File: config.mk
export PLATFORM = sky130hd
export DESIGN_NAME = danger_sprite_engine
export DESIGN_NICKNAME = d
export VERILOG_FILES = /design/src/rtl/dino_pkg.sv /design/src/rtl/sprite_box_hit.sv /design/src/rtl/danger_sprite_engine.sv
export SDC_FILE = /design/constraint.sdc
export NUM_CORES = 1
export LEC_CHECK = 0
export CORE_UTILIZATION = 55
export CTS_CLUSTER_SIZE = 16
export DETAILED_ROUTE_END_ITERATION = 8
export DONT_BUFFER_PORTS = 1
export PLACE_DENSITY = 0.84
export SLEW_MARGIN = 20
export SYNTH_ARGS = -nofsm -noshare
export SYNTH_HDL_FRONTEND = slang
export SYNTH_HIERARCHICAL = 1
export SYNTH_SLANG_ARGS = --single-unit
File: constraint.sdc
create_clock -name clk -period 8.51 [get_ports clk]
set_clock_uncertainty 0.2 [all_clocks]
set_input_delay 1.2765 -clock clk [delete_from_list [all_inputs] [get_ports clk]]
set_output_delay 1.2765 -clock clk [all_outputs]
set_load 0.05 [all_outputs]
File: src/rtl/dino_pkg.sv
// Shared obstacle definitions: type codes, sky/ground rows, sprite sizes and atlas layout.
package dino_pkg;

  typedef enum logic [2:0] {
    LOW_BIRD     = 3'd0,
    HIGH_BIRD    = 3'd1,
    SMALL_CACTUS = 3'd2,
    MANY_CACTUS  = 3'd3,
    BIG_CACTUS   = 3'd4,
    NOTHING      = 3'd5
  } obstacle_t;

  localparam int ATLAS_W = 14;

  localparam logic [9:0] GROUND   = 10'd147;
  localparam logic [9:0] LOW_SKY  = 10'd140;
  localparam logic [9:0] HIGH_SKY = 10'd100;

  localparam logic [6:0] BIRD_W  = 7'd44;
  localparam logic [5:0] BIRD_H  = 6'd33;
  localparam logic [6:0] SMALL_W = 7'd19;
  localparam logic [5:0] SMALL_H = 6'd36;
  localparam logic [6:0] MANY_W  = 7'd77;
  localparam logic [5:0] MANY_H  = 6'd49;
  localparam logic [6:0] BIG_W   = 7'd27;
  localparam logic [5:0] BIG_H   = 6'd50;

  localparam logic [ATLAS_W-1:0] BIRD0_BASE = 14'd0;
  localparam logic [ATLAS_W-1:0] BIRD1_BASE = 14'd1452;
  localparam logic [ATLAS_W-1:0] SMALL_BASE = 14'd2904;
  localparam logic [ATLAS_W-1:0] MANY_BASE  = 14'd3588;
  localparam logic [ATLAS_W-1:0] BIG_BASE   = 14'd7361;

  function automatic logic drawable(input logic [2:0] kind);
    return kind <= BIG_CACTUS;
  endfunction

  function automatic logic [6:0] sprite_width(input logic [2:0] kind);
    case (kind)
      LOW_BIRD, HIGH_BIRD: return BIRD_W;
      SMALL_CACTUS:        return SMALL_W;
      MANY_CACTUS:         return MANY_W;
      BIG_CACTUS:          return BIG_W;
      default:             return 7'd0;
    endcase
  endfunction

  function automatic logic [5:0] sprite_height(input logic [2:0] kind);
    case (kind)
      LOW_BIRD, HIGH_BIRD: return BIRD_H;
      SMALL_CACTUS:        return SMALL_H;
      MANY_CACTUS:         return MANY_H;
      BIG_CACTUS:          return BIG_H;
      default:             return 6'd0;
    endcase
  endfunction

  function automatic logic [9:0] sprite_bottom(input logic [2:0] kind);
    case (kind)
      LOW_BIRD:  return LOW_SKY;
      HIGH_BIRD: return HIGH_SKY;
      default:   return GROUND;
    endcase
  endfunction

  function automatic logic [ATLAS_W-1:0] sprite_base(input logic [2:0] kind, input logic flap);
    case (kind)
      LOW_BIRD, HIGH_BIRD: return flap ? BIRD1_BASE : BIRD0_BASE;
      SMALL_CACTUS:        return SMALL_BASE;
      MANY_CACTUS:         return MANY_BASE;
      BIG_CACTUS:          return BIG_BASE;
      default:             return '0;
    endcase
  endfunction

endpackage

File: src/rtl/sprite_box_hit.sv
// Box test for one obstacle slot against the current scan position, plus sprite row/column.
module sprite_box_hit
  import dino_pkg::*;
(
  input  logic       en,
  input  logic [2:0] kind,
  input  logic [8:0] pos,
  input  logic [9:0] h,
  input  logic [9:0] v,
  output logic       hit,
  output logic [5:0] row,
  output logic [6:0] col
);

  logic [6:0]  wid;
  logic [9:0]  top;
  logic [9:0]  bottom;
  logic [10:0] left;

  // Left edge clamps at 0; column stays pos-relative so a clipped sprite shows its right part.
  always_comb begin
    wid    = sprite_width(kind);
    bottom = sprite_bottom(kind);
    top    = bottom - 10'(sprite_height(kind));
    left   = ({2'b00, pos} < {4'b0000, wid}) ? 11'd0 : ({2'b00, pos} - {4'b0000, wid});
    hit    = en && drawable(kind)
             && ({1'b0, h} >= left) && ({1'b0, h} < {2'b00, pos})
             && (v >= top) && (v < bottom);
    row    = 6'(v - top);
    col    = 7'({1'b0, h} + {4'b0000, wid} - {2'b00, pos});
  end

endmodule

File: src/rtl/danger_sprite_engine.sv
// Obstacle renderer: per-frame slot shadows, priority select, atlas addressing,
// bird flap animation and a sticky dino collision flag.
module danger_sprite_engine
  import dino_pkg::*;
#(
  parameter int N_SLOTS     = 3,
  parameter int ADDR_W      = 14,
  parameter int FLAP_FRAMES = 12
) (
  input  logic                   clk,
  input  logic                   rst,
  input  logic                   pix_en,
  input  logic [9:0]             h_cnt,
  input  logic [9:0]             v_cnt,
  input  logic                   frame_start,
  input  logic [N_SLOTS-1:0]     slot_en,
  input  logic [3*N_SLOTS-1:0]   slot_type,
  input  logic [9*N_SLOTS-1:0]   slot_pos,
  output logic [ADDR_W-1:0]      rom_addr,
  input  logic [11:0]            rom_data,
  input  logic                   dino_opaque,
  input  logic                   collide_clr,
  output logic [11:0]            pixel,
  output logic                   pixel_hit,
  output logic                   collide
);

  localparam int CNT_W = (FLAP_FRAMES > 1) ? $clog2(FLAP_FRAMES) : 1;

  logic [N_SLOTS-1:0]   sh_en;
  logic [3*N_SLOTS-1:0] sh_type;
  logic [9*N_SLOTS-1:0] sh_pos;
  logic [CNT_W-1:0]     flap_cnt;
  logic                 flap;

  logic [N_SLOTS-1:0] hits;
  logic [5:0]         rows [N_SLOTS];
  logic [6:0]         cols [N_SLOTS];

  logic              sel_hit;
  logic [2:0]        sel_kind;
  logic [5:0]        sel_row;
  logic [6:0]        sel_col;
  logic [ADDR_W-1:0] next_addr;

  logic hit_a, valid_a, hit_b, valid_b;

  for (genvar i = 0; i < N_SLOTS; i++) begin : g_slot
    sprite_box_hit u_box (
      .en   (sh_en[i]),
      .kind (sh_type[3*i +: 3]),
      .pos  (sh_pos[9*i +: 9]),
      .h    (h_cnt),
      .v    (v_cnt),
      .hit  (hits[i]),
      .row  (rows[i]),
      .col  (cols[i])
    );
  end

  // Slots are latched once per frame so obstacles never tear mid-frame.
  always_ff @(posedge clk or negedge rst) begin
    if (!rst) begin
      sh_en    <= '0;
      sh_type  <= '0;
      sh_pos   <= '0;
      flap_cnt <= '0;
      flap     <= 1'b0;
    end else if (frame_start) begin
      sh_en   <= slot_en;
      sh_type <= slot_type;
      sh_pos  <= slot_pos;
      if (flap_cnt == CNT_W'(FLAP_FRAMES - 1)) begin
        flap_cnt <= '0;
        flap     <= ~flap;
      end else begin
        flap_cnt <= flap_cnt + 1'b1;
      end
    end
  end

  // Walk from the back so the lowest-index hitting slot wins the single ROM read.
  always_comb begin
    sel_hit  = 1'b0;
    sel_kind = NOTHING;
    sel_row  = '0;
    sel_col  = '0;
    for (int i = N_SLOTS - 1; i >= 0; i--) begin
      if (hits[i]) begin
        sel_hit  = 1'b1;
        sel_kind = sh_type[3*i +: 3];
        sel_row  = rows[i];
        sel_col  = cols[i];
      end
    end
    next_addr = ADDR_W'(sprite_base(sel_kind, flap))
              + ADDR_W'(sel_row) * ADDR_W'(sprite_width(sel_kind))
              + ADDR_W'(sel_col);
  end

  always_ff @(posedge clk or negedge rst) begin
    if (!rst) begin
      rom_addr  <= '0;
      hit_a     <= 1'b0;
      valid_a   <= 1'b0;
      hit_b     <= 1'b0;
      valid_b   <= 1'b0;
      pixel     <= 12'hFFF;
      pixel_hit <= 1'b0;
    end else if (pix_en) begin
      rom_addr  <= next_addr;
      hit_a     <= sel_hit;
      valid_a   <= 1'b1;
      hit_b     <= hit_a;
      valid_b   <= valid_a;
      pixel     <= (valid_b && hit_b) ? rom_data : 12'hFFF;
      pixel_hit <= valid_b && hit_b;
    end
  end

  // Judged on the pixel being emitted this tick; a set beats a same-cycle clear.
  always_ff @(posedge clk or negedge rst) begin
    if (!rst) begin
      collide <= 1'b0;
    end else if (pix_en && valid_b && hit_b && (rom_data != 12'hFFF) && dino_opaque) begin
      collide <= 1'b1;
    end else if (collide_clr) begin
      collide <= 1'b0;
    end
  end

endmodule

==> metrics.txt <==
DIE AREA=0.0199 mm^2; Hold Path Class=reg -> reg; f_max=118 MHz; worst vdd ir=0.000107 V; largest net degree at the start of global routing=77; Post-Syn Nets=1,508; Worst Setup End Kind=register; most frequent CP cell=inv_1; Root Driver=clkbuf_16; CTS tree=built; XOR/XNOR Fraction of Synth Area=3.95%; worst slew pin tran=0.588 ns; crit path time final=8.49 ns; largest family of logic cells by synthesized area=adder cells; worst min-delay path endpoint=valid_a$_DFFE_PN0P_; Setup TNS=0 ns; hold path depth=1; max incr delay on CP=0.59 ns; register area share after synthesis=18.0%; grt total ovfl=0; post-synthesis mux area share=5.56%; DRT iter0 DRCs=834; Post-Layout Cell Count=1,553; critical path arrival=8.57 ns; area fraction of the dominant cell type after synthesis=20.9%; Max Cap Violations=0; first-pass GRT wire length=44,700 um; Rel. slew slack=59.8%; Die Width=141 um; Synth Area in Compound Gates=17.4%; Die H=141 um; dominant cell type by area after synthesis=ha_1; initial antenna violation count=2; Final #Nets=1,603; drt drc=0; r2r worst-path depth=37; PortBufs=0; Final setup viols=0; CTS Buf Count=9; post-route ant nets=0; kind of critical path=reg -> reg; Pwr Density=153 mW/mm^2; area growth from synthesis to layout=18.8%; top cells by area, synth=ha_1 21%, dfrtp_1 15%, fa_1 11%, inv_1 6.6%, mux2_2 5.2%; YS warnings=6; Final Cycle Share=99.8%; total leakage power=5.93 nW; CTS Buffer Depth=2; Final Slew Violations=0; Vias/cell=6.25; Synth async-reset ratio=100%; Mean Syn Cell Area=8.93 um^2; Via Count=9,714; gr usage total=28.7%; post-synthesis simple-gate area fraction=14.6%; dpl hpwl=22,200 um; Fin. Hold Viols=0; I/O pins=105; clk slew on worst S/H paths=0.08 ns; worst reg2reg path startpoint=sh_type[8]$_DFFE_PN0P_; worst-skew pair later-pin latency=0.37 ns; crit-path max FO=6; critical path's slowest cell=fa_1; Top FF cell, synth=dfrtp_1; status=completed; drt pass-1 iters=6; Critical Path RT=8.59 ns; Placer Congestion=0.942; final WL=32,100 um; Inst Count DP=1,507; H-tree Lvls=3; vias in the first global route=9,200; Post-synth EDFFs=0; Starting Density=56.5%; synthesized instance count=1,192; RR Endpoint=rom_addr[10]$_DFFE_PN0P_; num rows=50; Sinks on Clock Net=76; WL per Instance=20.7 um; Startpoint Class=register; share of cells above drive strength 1=24.9%; Fill cells=1,290; cell area after synthesis=0.0106 mm^2; post-route core utilization=67.1%; Hold Crit Start=valid_a$_DFFE_PN0P_; Adder-Cell Fraction of Synth Area=32.4%; r2r setup slk=0.02 ns; #FFs+latches synth=76; core area=0.0188 mm^2; Yosys cell types=88
cell families (layout without fill, tap and decap cells):
family,after synthesis,in the layout
and+or+nand+nor,294,294
AOI/OAI and AO/OA,265,265
adders and majority gates,239,239
buffers and inverters,217,317
DFF,76,76
muxes,53,53
xor gates and xnor gates,48,48
other,0,1
cell type report:
type / instances / area [um^2] / share of cell area, %
clock inverters: 6 / 62.6 / 0.495
flip-flops and latches: 76 / 1920 / 15.2
inverters: 191 / 717 / 5.67
repair buffers: 110 / 886 / 7.01
clock buffers: 10 / 229 / 1.81
multi-input cells: 899 / 8500 / 67.2
well taps: 260 / 325 / 2.57
diodes: 1 / 2.50 / 0.0198
placed cells by master (no fill, tap or decap), drive strengths merged, types with 5 or more instances in the layout:
master | synthesis | final
a31oi | 8 | 8
fa | 61 | 61
buf | 7 | 109
clkbuf | 19 | 11
o211ai | 15 | 15
o31ai | 8 | 8
or3 | 6 | 6
nor2 | 80 | 80
o21bai | 7 | 7
xnor2 | 33 | 33
xor2 | 15 | 15
o21a | 14 | 14
a21boi | 5 | 5
a2111oi | 5 | 5
nor2b | 17 | 17
nand3 | 16 | 16
nor4b | 5 | 5
a21o | 20 | 20
a22oi | 12 | 12
mux2 | 49 | 49
inv | 191 | 192
and2 | 9 | 9
o22a | 12 | 12
ha | 178 | 178
nand2b | 13 | 13
o21ai | 52 | 52
nor3 | 12 | 12
a211oi | 19 | 19
nand3b | 11 | 11
nand4 | 16 | 16
a21oi | 59 | 59
o2111ai | 7 | 7
dfrtp | 64 | 64
dfstp | 12 | 12
nand2 | 81 | 81
or2 | 8 | 8
registers in the layout (all words and copies together) (netlist names):
name / cells
flap: 1
collide: 1
flap_cnt: 4
valid_a: 1
hit_b: 1
sh_pos: 27
valid_b: 1
rom_addr: 14
sh_en: 3
sh_type: 9
pixel: 12
pixel_hit: 1
hit_a: 1
worst max-delay path by stage:
stage	from	end	slack [ns]	cells past startpoint
floorplan	sh_type[2]$_DFFE_PN0P_	rom_addr[13]$_DFFE_PN0P_	0.03	33
global placement	sh_type[7]$_DFFE_PN0P_	rom_addr[9]$_DFFE_PN0P_	0.009	36
detailed placement	sh_type[7]$_DFFE_PN0P_	rom_addr[9]$_DFFE_PN0P_	-0.19	36
CTS	sh_type[1]$_DFFE_PN0P_	rom_addr[10]$_DFFE_PN0P_	0.02	39
global route	sh_type[4]$_DFFE_PN0P_	rom_addr[10]$_DFFE_PN0P_	-0.23	39
finish	sh_type[8]$_DFFE_PN0P_	rom_addr[10]$_DFFE_PN0P_	0.02	37
what timing repair did:
action	in CTS	in global routing
pin swaps	7	76
hold buffers	0	0
endpoints found under the setup margin	6	9
gates resized for setup	11	127
buffers inserted	6	23
where the power goes:
part | total [W] | internal, W | switching, W
clock network | 0.000409 | 0.000228 | 0.000181
registers | 0.000495 | 0.000407 | 0.0000879
logic | 0.00103 | 0.000477 | 0.000550
total | 0.00193 | 0.00111 | 0.000819
per-stage QoR:
step | area [um^2] | worst slack (ns) | hold slack, ns | total power, W
after detailed placement | 11500 | -0.191 | 0.250 | 0.00139
after global placement | 11500 | 0.00865 | 0.241 | 0.00134
after CTS | 11900 | 0.0159 | 0.266 | 0.00180
final | 12600 | 0.0181 | 0.264 | 0.00193
after floorplan | 10700 | 0.0304 | 0.231 | 0.00117
after global routing | 12600 | -0.231 | 0.280 | 0.00205
layer usage:
layer,track usage [%],up-vias,routed length [um]
met4,14.3,0,1810
met3,4.96,137,2580
met5,0,-,0
li1,-,4346,-
met2,47.8,522,15100
met1,36.0,4709,12600
critical path: cells and delay by family, from the launching register on:
family	cells	cell delay, ns
multiplexers	1	0.20
AND/OR/NAND/NOR	10	1.55
adder cells (fa/ha/maj)	7	2.73
AO/OA/AOI/OAI	9	1.93
buffers and inverters	10	1.36
flip-flops	1	0.45
cell usage after synthesis, types with 10 or more instances:
master,instances
a211oi_1,19
a21o_1,20
a21oi_1,54
a22oi_1,12
clkbuf_1,19
dfrtp_1,64
dfstp_2,12
fa_1,61
ha_1,178
inv_1,188
mux2_2,49
nand2_1,79
nand2b_1,13
nand3_1,16
nand3b_1,10
nand4_1,16
nor2_1,76
nor2b_1,14
nor3_1,11
o211ai_1,14
o21a_1,13
o21ai_0,44
o22a_1,12
xnor2_1,33
xor2_1,15
(Power assumes the default switching activity.)
